<file path="config.mk">
export PLATFORM = sky130hd
export DESIGN_NAME = tx_serial
export DESIGN_NICKNAME = d
export VERILOG_FILES = /design/src/rtl/tx_serial.sv
export SDC_FILE = /design/constraint.sdc
export NUM_CORES = 1
export LEC_CHECK = 0
export BUFFER_PORTS_ARGS = -buffer_cell sky130_fd_sc_hd__buf_2
export CORE_ASPECT_RATIO = 0.6
export CORE_MARGIN = 2
export CORE_UTILIZATION = 53
export DETAILED_ROUTE_END_ITERATION = 6
export PLACE_DENSITY = 0.84
export SETUP_SLACK_MARGIN = 0.05
export SYNTH_ARGS = -nofsm -noshare
export SYNTH_HDL_FRONTEND = slang
export SYNTH_SLANG_ARGS = --single-unit
export TNS_END_PERCENT = 5
</file>
<file path="constraint.sdc">
create_clock -name Clock -period 2.97 [get_ports Clock]
set_input_delay 0.297 -clock Clock [delete_from_list [all_inputs] [get_ports Clock]]
set_output_delay 0.297 -clock Clock [all_outputs]
set_load 0.02 [all_outputs]
</file>
<file path="src/rtl/tx_serial.sv">
// Serial byte transmitter: start bit, MSB-first data, optional parity, 1 or 2 stop bits, CTS/RTS handshake.
// Define TX_HOLD_EN to add a one-byte hold register so frames can be sent back to back.
module tx_serial #(
    parameter logic [7:0] MODOS_DE_OPERACAO = 8'b10110101
) (
    input  logic       Clock,
    input  logic       Reset_n,
    input  logic [7:0] DATA_IN,
    input  logic       LOAD,
    input  logic       CTS,
    output logic       DATA_OUT,
    output logic       RTS,
    output logic       READY,
    output logic       DONE
);
    localparam logic [15:0] DIV =
        (MODOS_DE_OPERACAO[7:6] == 2'b00) ? 16'd10416 :
        (MODOS_DE_OPERACAO[7:6] == 2'b01) ? 16'd5208  :
        (MODOS_DE_OPERACAO[7:6] == 2'b10) ? 16'd2604  : 16'd868;
    localparam logic TWO_STOP = !MODOS_DE_OPERACAO[5];
    localparam logic PAR_ODD  = MODOS_DE_OPERACAO[1];
    localparam logic PAR_EN   = MODOS_DE_OPERACAO[0];

    typedef enum logic [2:0] {
        IDLE, WAIT_CTS, START, DATA, PARITY, STOP1, STOP2
    } state_t;

    state_t      state_q, state_d;
    logic [15:0] cnt_q, cnt_d;
    logic [2:0]  idx_q, idx_d;
    logic [7:0]  shift_q, shift_d;
    logic        par_q, par_d;
    logic        dout_q, dout_d;
    logic        in_bit, bit_end, frame_end, accept;

`ifdef TX_HOLD_EN
    logic [7:0]  hold_q, hold_d;
    logic        hold_valid_q, hold_valid_d;

    assign READY = !hold_valid_q;
    assign RTS   = (state_q != IDLE) || hold_valid_q;
`else
    assign READY = (state_q == IDLE);
    assign RTS   = (state_q != IDLE);
`endif

    assign accept    = LOAD && READY;
    assign in_bit    = (state_q != IDLE) && (state_q != WAIT_CTS);
    assign bit_end   = in_bit && (cnt_q == DIV);
    // The last stop bit depends on the stop-bit select; DONE is its final clock.
    assign frame_end = bit_end && ((state_q == STOP2) || ((state_q == STOP1) && !TWO_STOP));
    assign DONE      = frame_end;
    assign DATA_OUT  = dout_q;

    always_comb begin
        state_d = state_q;
        cnt_d   = in_bit ? (bit_end ? 16'd0 : cnt_q + 16'd1) : 16'd0;
        idx_d   = idx_q;
        shift_d = shift_q;
        par_d   = par_q;
`ifdef TX_HOLD_EN
        hold_d       = hold_q;
        hold_valid_d = hold_valid_q;
`endif
        case (state_q)
            IDLE: begin
                if (accept) begin
                    state_d = WAIT_CTS;
                    shift_d = DATA_IN;
                    par_d   = (^DATA_IN) ^ PAR_ODD;
                end
            end
            WAIT_CTS: begin
                if (CTS) begin
                    state_d = START;
                end
            end
            START: begin
                if (bit_end) begin
                    state_d = DATA;
                    idx_d   = 3'd7;
                end
            end
            DATA: begin
                if (bit_end) begin
                    if (idx_q == 3'd0) begin
                        state_d = PAR_EN ? PARITY : STOP1;
                    end else begin
                        idx_d = idx_q - 3'd1;
                    end
                end
            end
            PARITY: begin
                if (bit_end) begin
                    state_d = STOP1;
                end
            end
            STOP1: begin
                if (bit_end) begin
                    state_d = TWO_STOP ? STOP2 : IDLE;
                end
            end
            STOP2: begin
                if (bit_end) begin
                    state_d = IDLE;
                end
            end
            default: state_d = IDLE;
        endcase

`ifdef TX_HOLD_EN
        // A held byte (or one loaded on the DONE cycle) chains straight into the next frame.
        if (frame_end) begin
            if (hold_valid_q) begin
                state_d      = WAIT_CTS;
                shift_d      = hold_q;
                par_d        = (^hold_q) ^ PAR_ODD;
                hold_valid_d = 1'b0;
            end else if (accept) begin
                state_d = WAIT_CTS;
                shift_d = DATA_IN;
                par_d   = (^DATA_IN) ^ PAR_ODD;
            end
        end else if (accept && (state_q != IDLE)) begin
            hold_d       = DATA_IN;
            hold_valid_d = 1'b1;
        end
`endif

        case (state_d)
            START:   dout_d = 1'b0;
            DATA:    dout_d = shift_d[idx_d];
            PARITY:  dout_d = par_d;
            default: dout_d = 1'b1;
        endcase
    end

    always_ff @(posedge Clock or negedge Reset_n) begin
        if (!Reset_n) begin
            state_q <= IDLE;
            cnt_q   <= 16'd0;
            idx_q   <= 3'd0;
            shift_q <= 8'd0;
            par_q   <= 1'b0;
            dout_q  <= 1'b1;
        end else begin
            state_q <= state_d;
            cnt_q   <= cnt_d;
            idx_q   <= idx_d;
            shift_q <= shift_d;
            par_q   <= par_d;
            dout_q  <= dout_d;
        end
    end

`ifdef TX_HOLD_EN
    always_ff @(posedge Clock or negedge Reset_n) begin
        if (!Reset_n) begin
            hold_q       <= 8'd0;
            hold_valid_q <= 1'b0;
        end else begin
            hold_q       <= hold_d;
            hold_valid_q <= hold_valid_d;
        end
    end
`endif

endmodule

</file>
# Yosys cells after proc, flatten, opt, wreduce, memory -nomap -nowiden
# Cells that the tools add are included.
# W data, S select, Z words.
[op_classes]
addsub = 2
n_lt_le_gt_ge = 1
n_eq_ne = 11
muxes = 21
reduce_logical = 10
[ops]
columns = ["op", "n"]
rows = [
  ["$mux W16", 2],
  ["$mux W3", 10],
  ["$pmux W3 S6", 1],
  ["$add A16 B1 Y16 const B", 1],
  ["$eq A16 B12 Y1 const B", 1],
  ["$mux W8", 2],
  ["$eq A3 B2 Y1 const B", 4],
  ["$eq A3 B3 Y1 const B", 4],
  ["$reduce_xor A8 Y1", 1],
  ["$logic_not A3 Y1", 2],
  ["$pmux W3 S2", 1],
  ["$logic_and A1 B1 Y1", 4],
  ["$lt A3 B4 Y1 const B", 1],
  ["$bmux W1 S3", 1],
  ["$eq A3 B1 Y1 const B", 1],
  ["$mux W1", 3],
  ["$ne A3 B1 Y1 const B", 1],
  ["$pmux W1 S3", 1],
  ["$reduce_bool A3 Y1", 1],
  ["$sub A3 B1 Y3 const B", 1],
  ["$reduce_or A2 Y1", 1],
  ["$logic_or A1 B1 Y1", 1],
]
[word_totals]
register_bits = 32
inputBits = 12
out_inout_bits = 4
elab_cells = 51

# Logic depth before layout (Yosys ltp)
# Gate-level depths: netlist (run 1).
[logic_depth]
depth_word = 8
ltp_mapped = 10
mapped_depth_nobuf = 9

# Worst setup path after synthesis (run 1)
# OpenSTA, ideal clock, no wires.
[synth_path]
path_kind = "flip-flop to flip-flop"
start = "reg cnt_q[0]"
end = "reg dout_q (netlist: DATA_OUT)"
setup_ps = 73
t_arrival_ps = 2750
setup_slack_ps = 147
stages_incl_launch_ff = 11
n_path_buf = 1
synth_period_minus_slack_ps = 2823
path_cell_list = "dfrtp_1 inv_1 ha_1 or3b_2 or4_1 buf_2 o31ai_4 a2bb2oi_2 or4b_1 o211a_1 a21oi_1"
[synth_via]
elab_chain_len = 7
elab_cells_between_ends = 16
classes_between = "eq/ne (4); mux (11); reduce/logical (1)"
[synth_lines]
columns = ["item", "line", "rtl"]
rows = [
  ["start: declaration", "29", "logic [15:0] cnt_q, cnt_d;"],
  ["start signal: assignment", "148", "cnt_q <= cnt_d;"],
  ["$eq A16 B12 Y1 (*)", "49", "assign bit_end = in_bit && (cnt_q == DIV);"],
  ["$logic_and A1 B1 Y1 (*)", "49", ""],
  ["$mux W3 (on tied branches)", "85, 79", ""],
  ["$pmux W3 S2 (*)", "65", "case (state_q)"],
  ["named net idx_d[0]", "30", "logic [2:0] idx_q, idx_d;"],
  ["$bmux W1 S3 (*)", "132", "DATA: dout_d = shift_d[idx_d];"],
  ["$mux W1 (implied by the code) (*)", "132", ""],
  ["$pmux W1 S3 (*)", "130", "case (state_d)"],
  ["named net dout_d", "33", "logic dout_q, dout_d;"],
  ["end signal: assignment", "152", "dout_q <= dout_d;"],
  ["end: declaration", "33", ""],
]
# The timed path passes the listed nets; every way through them passes the cells marked *. The select of a mux whose other input is x is not followed.

# Worst setup path after layout (run 1)
[layout_path]
start = "reg cnt_q[13]"
end = "reg dout_q (netlist: DATA_OUT)"
# The elaborated chain is that of the path after synthesis.

==> results of run 1 <==
[cell usage after synthesis (3+ instances only)]
| cell type | count | area [um^2] |
|---|---|---|
| inv_1 | 11 | 41.3 |
| xor2_1 | 7 | 61.3 |
| nor3_1 | 3 | 15.0 |
| dfrtp_1 | 31 | 776 |
| xnor2_1 | 14 | 123 |
| and3_1 | 3 | 18.8 |
| mux2_2 | 9 | 101 |
| nor2b_1 | 5 | 31.3 |
| nand2_1 | 11 | 41.3 |
| a21oi_1 | 8 | 40.0 |
| nand3_1 | 7 | 35.0 |
| nor2_1 | 24 | 90.1 |
| clkbuf_1 | 4 | 15.0 |
| o21ai_0 | 4 | 20.0 |
| ha_1 | 4 | 50.1 |
[worst max-delay path by stage]
stage / to
3_3_place_gp: DATA_OUT$_DFF_PN1_
5_1_grt: DATA_OUT$_DFF_PN1_
4_1_cts: DATA_OUT$_DFF_PN1_
2_1_floorplan: DATA_OUT$_DFF_PN1_
3_5_place_dp: DATA_OUT$_DFF_PN1_
6_report: DATA_OUT$_DFF_PN1_
[layout make-up]
cell class	instances	area [um^2]
Fill cell	264	1100
Multi-Input combinational cell	133	966
Sequential cell	32	802
Timing Repair Buffer	27	165
Clock buffer	5	68.8
Tap cell	45	56.3
Clock inverter	3	42.5
Inverter	11	41.3
[flip-flops by register name, summed over array words and instances, names as in the netlist]
name,count
par_q,1
state_q,3
DATA_OUT,1
shift_q,8
cnt_q,16
idx_q,3
[repair_timing]
action	CTS	global route
buffers inserted	0	2
setup endpoints to repair	1	1
pin swaps	3	8
gates resized for setup	3	7
[layer usage]
metal	part of all wire, %	wire length (um)	track usage, %
met2	43	1540	27.8
met3	4.9	176	6.48
met1	51	1810	32.0
met5	0	0	0
met4	1.3	47	8.62
[kinds of logic (layout without fill, tap and decap cells)]
group,Yosys count,count (layout),synth area share (%)
simple gates,72,72,21.3
flops,32,32,44.8
compound gates,25,25,10.3
xor+xnor,21,21,10.3
buf+inv,17,46,3.71
mux,10,10,6.22
fa+ha+maj,5,5,3.36
[report_power, final]
part	switching (mW)	internal (mW)	leakage [nW]
sequential	0.0535	0.550	0.411
combinational	0.293	0.242	0.507
clock	0.163	0.248	0.0541
total	0.510	1.04	0.972
==> key figures, run 1 <==
Status
  – Outcome: completed

Placement
  – Routability cong.: 0.801
  – Post-placement worst setup slack: -102 ps
  – Placed cells: 246
  – IO buf count: 15
  – DP HPWL: 2.52 mm
  – Placed Area: 1970 um^2

Final layout
  – Most common cell after layout, fill and taps aside: dfrtp_1
  – Final design utilization: 66.0%
  – Final Cell Area: 2140 um^2
  – Number of antenna diodes: 0
  – P&R area growth vs syn: 19.7%
  – Fin cells: 256
  – Commonest cells after routing, fill and taps aside: dfrtp_1, nor2_1, buf_2
  – Layout cell share with drive strength beyond 1: 26.5%
  – Final #Nets: 226

CTS
  – Reg clk slew, reported paths: 70 ps
  – CTS Buf Count: 5
  – Cts-stage hold buffer count: 0
  – Clock sinks: 32
  – CTS Root Buffer Type: clkbuf_8
  – Worst-Skew Late Latency: 290 ps
  – H-tree levels: 2
  – TritonCTS clock tree: built
  – Clock Tree Buf Depth: 2

Routing
  – DRC errors left: 0
  – Via-per-instance ratio: 5.38
  – DR iter-0 viols: 50
  – WL/cell: 14.0 um
  – Vias after detailed routing: 1376
  – First drt pass iteration count: 4
  – Routed Antenna Nets: 0
  – Final WL: 3.58 mm

Synthesis
  – Synth Instances: 182
  – Syn_nets: 198
  – Synth warnings: 0
  – Seq/Total Area, Yosys: 44.8%
  – FF+latch count, synth: 32
  – Post-synth top flop: dfrtp_1
  – Post-Syn Area: 1790 um^2
  – Post-synth ARST share: 100%
  – Post-synth EDFFs: 0
  – Mean Syn Cell Area: 9.83 um^2
  – Post-synth cell types: 43

Timing
  – Worst slew margin: 53.5%
  – Pins Over Slew Limit: 0
  – Final Hold Viols: 0
  – Tcrit/Tclk final: 98.4%
  – Final setup TNS: 0 ps
  – RSZ-0062 raised after global routing: true
  – Final Skew: 7.35 ps
  – Worst-Margin Slew: 697 ps
  – Fmax: 342 MHz
  – Setup slack after layout: 47.4 ps
  – WHS: 50.9 ps
  – Final setup viols: 0
  – Tmin final: 2920 ps

Run
  – Max-Cap Viols: 0

Critical path
  – Buf/Inv on CP: 0
  – Worst Setup SP: cnt_q[13]$_DFF_PN0_
  – Worst path depth: 7
  – Reg-to-reg startpoint: cnt_q[13]$_DFF_PN0_
  – Max stage delay cell, worst path: or4_4
  – Critical path class: register to register
  – Critical Path Source Type: register
  – Critical path capture point type: register
  – Required @ worst endpoint: 3180 ps
  – Top cell family by delay on the critical path: simple AND/OR/NAND/NOR gates
  – Reg2Reg Setup Slack: 50 ps
  – Largest fanout on the critical path: 4
  – Max stage delay on crit path: 600 ps
  – Arr. time, crit path: 3130 ps
  – Cell Chain, Critical Path: or4b_4 -> or4_4 -> o31ai_4 -> a2bb2oi_4 -> or4b_1 -> o211a_1 -> a21oi_2
  – FF-to-FF path depth: 7
  – Worst reg2reg path endpoint: DATA_OUT$_DFF_PN1_

GRT
  – Number of global-route vias before repair: 1276
  – Remaining Overflow, GRT: 0
  – First-pass GRT wire length: 6.15 mm
  – Tot GR Track Use: 21.1%
  – Largest net degree at the start of global routing: 33
  – Initial antenna violation count: 0

Power
  – Worst ir drop on vdd: 0.470 mV
  – Overall power: 1.55 mW
  – PD cells: 724 nW/um^2
  – Static leakage: 0.972 nW

Floorplan
  – Core area: 3240 um^2
  – Die X: 79.0 um
  – Ports: 16
  – Row count: 16
  – Initial Util: 55.2%
  – Full die area: 3870 um^2
  – Die Ht: 49.0 um

Hold path
  – Hold Crit Class: input port to asynchronous set/reset pin
Note: power is estimated with default switching activity, not from simulation.
==> run 2, diff against run 1 <==
--- a/config.mk
+++ b/config.mk
@@ -10,6 +10,7 @@
 export CORE_MARGIN = 2
 export CORE_UTILIZATION = 53
 export DETAILED_ROUTE_END_ITERATION = 6
+export HOLD_SLACK_MARGIN = 0.15
 export PLACE_DENSITY = 0.84
 export SETUP_SLACK_MARGIN = 0.05
 export SYNTH_ARGS = -nofsm -noshare
==> key figures, run 2 (same netlist as run 1, synthesis figures left out) <==
Status
  – Outcome: completed

Final layout
  – Commonest cells after routing, fill and taps aside: dfrtp_1, nor2_1, buf_2
  – Layout cell share with drive strength beyond 1: 26.4% (-0.13 points)
  – Most common cell after layout, fill and taps aside: dfrtp_1
  – Filler cells: 263 (-0.38%)
  – Number of antenna diodes: 0 (unchanged)
  – P&R area growth vs syn: 20.3%
  – Largest register FFs: 16 (unchanged)
  – Regs by FF count: cnt_q: 16 flops, shift_q: 8 flops
  – Largest Register: cnt_q
  – Fin cells: 257 (+0.39%)
  – Final #Nets: 227 (+0.44%)

GRT
  – Tot GR Track Use: 21.2% (+0.040 points)
  – First-pass GRT wire length: 6.17 mm (+0.23%)
  – Remaining Overflow, GRT: 0 (unchanged)
  – Initial antenna violation count: 0 (unchanged)
  – Largest net degree at the start of global routing: 33 (unchanged)
  – Number of global-route vias before repair: 1279 (+0.24%)

Routing
  – Final WL: 3.59 mm (+0.22%)
  – DRC errors left: 0 (unchanged)
  – WL/cell: 14.0 um (-0.17%)
  – DR iter-0 viols: 80 (+60%)
  – Routed Antenna Nets: 0 (unchanged)
  – Vias after detailed routing: 1379 (+0.22%)
  – First drt pass iteration count: 5 (+1)
  – Via-per-instance ratio: 5.37 (-0.17%)

Timing
  – Final setup viols: 0 (unchanged)
  – RSZ-0062 raised after global routing: true
  – WHS: 282 ps (+232 ps)
  – Worst slew margin: 53.3% (-0.22 points)
  – Final Hold Viols: 0 (unchanged)
  – Pins Over Slew Limit: 0 (unchanged)
  – Worst-Margin Slew: 701 ps (+3.28 ps)
  – Tmin final: 2920 ps (-0.890 ps)
  – Final setup TNS: 0 ps (unchanged)
  – Final Skew: 7.41 ps (+0.0622 ps)
  – Fmax: 342 MHz (about the same)
  – Tcrit/Tclk final: 98.4% (about the same)
  – Setup slack after layout: 48.3 ps (+0.890 ps)

Critical path
  – Max stage delay cell, worst path: or4_4
  – Largest fanout on the critical path: 4 (unchanged)
  – Required @ worst endpoint: 3180 ps (about the same)
  – Max stage delay on crit path: 600 ps (about the same)
  – Critical path class: register to register
  – Top cell family by delay on the critical path: simple AND/OR/NAND/NOR gates
  – Buf/Inv on CP: 0 (unchanged)
  – Critical path capture point type: register
  – Cell Chain, Critical Path: or4b_4 -> or4_4 -> o31ai_4 -> a2bb2oi_4 -> or4b_1 -> o211a_1 -> a21oi_2
  – Critical Path Source Type: register
  – Arr. time, crit path: 3130 ps (about the same)

Power
  – Worst ir drop on vdd: 0.469 mV (about the same)
  – Static leakage: 0.976 nW (+0.43%)
  – PD cells: 721 nW/um^2 (-0.42%)
  – Overall power: 1.55 mW (about the same)

Floorplan
  – Full die area: 3870 um^2 (unchanged)
  – Ports: 16 (unchanged)
  – Core area: 3240 um^2 (unchanged)
  – Die Ht: 49.0 um (unchanged)
  – Initial Util: 55.2% (unchanged)
  – Row count: 16 (unchanged)
  – Die X: 79.0 um (unchanged)

Placement
  – Placed cells: 246 (unchanged)
  – Post-placement worst setup slack: -102 ps (unchanged)
  – DP HPWL: 2.52 mm (unchanged)
  – IO buf count: 15 (unchanged)
  – Routability cong.: 0.801 (unchanged)

CTS
  – H-tree levels: 2 (unchanged)
  – Worst-Skew Late Latency: 290 ps (about the same)
  – Clock sinks: 32 (unchanged)
  – TritonCTS clock tree: built
  – CTS Buf Count: 5 (unchanged)
  – CTS Root Buffer Type: clkbuf_8
  – Reg clk slew, reported paths: 70 ps (about the same)
  – Clock Tree Buf Depth: 2 (unchanged)

Hold path
  – Hold Crit Class: input port to register

Run
  – Max-Cap Viols: 0 (unchanged)
==> run 2: report_power, final <==
group	switching, mW	total, mW	leakage [nW]	internal, mW
Sequential	0.0537	0.604	0.411	0.550
Clock	0.163	0.411	0.0541	0.248
Combinational	0.293	0.536	0.512	0.243
Total	0.510	1.55	0.976	1.04
==> run 2: worst reg2reg max path, stage by stage (launching register included) <==
cell,delay [ps]
dfrtp_1,410
or4b_4,570
or4_4,610
o31ai_4,330
a2bb2oi_4,110
or4b_1,520
o211a_1,150
a21oi_2,170
==> run 2: stage by stage <==
stage	util [%]	area [um^2]
floorplan	-	1790
global placement	60.8	1970
detailed placement	60.8	1970
CTS	64.9	2100
global route	66.4	2150
finish	66.4	2150
==> run 2: repair_timing <==
item,CTS,global route
hold buffers,1,0
resized for setup,3,7
buffers inserted,0,2
pin swaps,3,8
endpoints found under the setup margin,1,1
hold endpoints to repair,31,0
==> run 2: cell type report <==
| cell class | count | area (um^2) | area share (%) |
|---|---|---|---|
| multi-input cells | 133 | 966 | 44.9 |
| flip-flops and latches | 32 | 802 | 37.3 |
| repair buffers | 28 | 175 | 8.14 |
| clock buffers | 5 | 68.8 | 3.20 |
| well taps | 45 | 56.3 | 2.62 |
| clock inverters | 3 | 42.5 | 1.98 |
| inverters | 11 | 41.3 | 1.92 |
==> run 2: path summary, 6_finish.rpt <==
check	start	end	slack (ps)	depth (start not counted)
max reg2reg	cnt_q[13]$_DFF_PN0_	DATA_OUT$_DFF_PN1_	50	7
min reg2reg	shift_q[4]$_DFF_PN0_	shift_q[4]$_DFF_PN0_	500	1
max in group asynchronous	Reset_n	state_q[2]$_DFF_PN0_	1920	2
max	cnt_q[13]$_DFF_PN0_	DATA_OUT$_DFF_PN1_	50	7
min in group asynchronous	Reset_n	cnt_q[7]$_DFF_PN0_	590	2
min	DATA_IN[4]	shift_q[4]$_DFF_PN0_	280	2
==> run 2: metal layers <==
layer	wire length [um]	share of wire [%]	track usage, %
met1	1780	50	32.2
met2	1530	43	27.8
met3	221	6.2	6.48
met4	47	1.3	8.62
met5	0	0	0
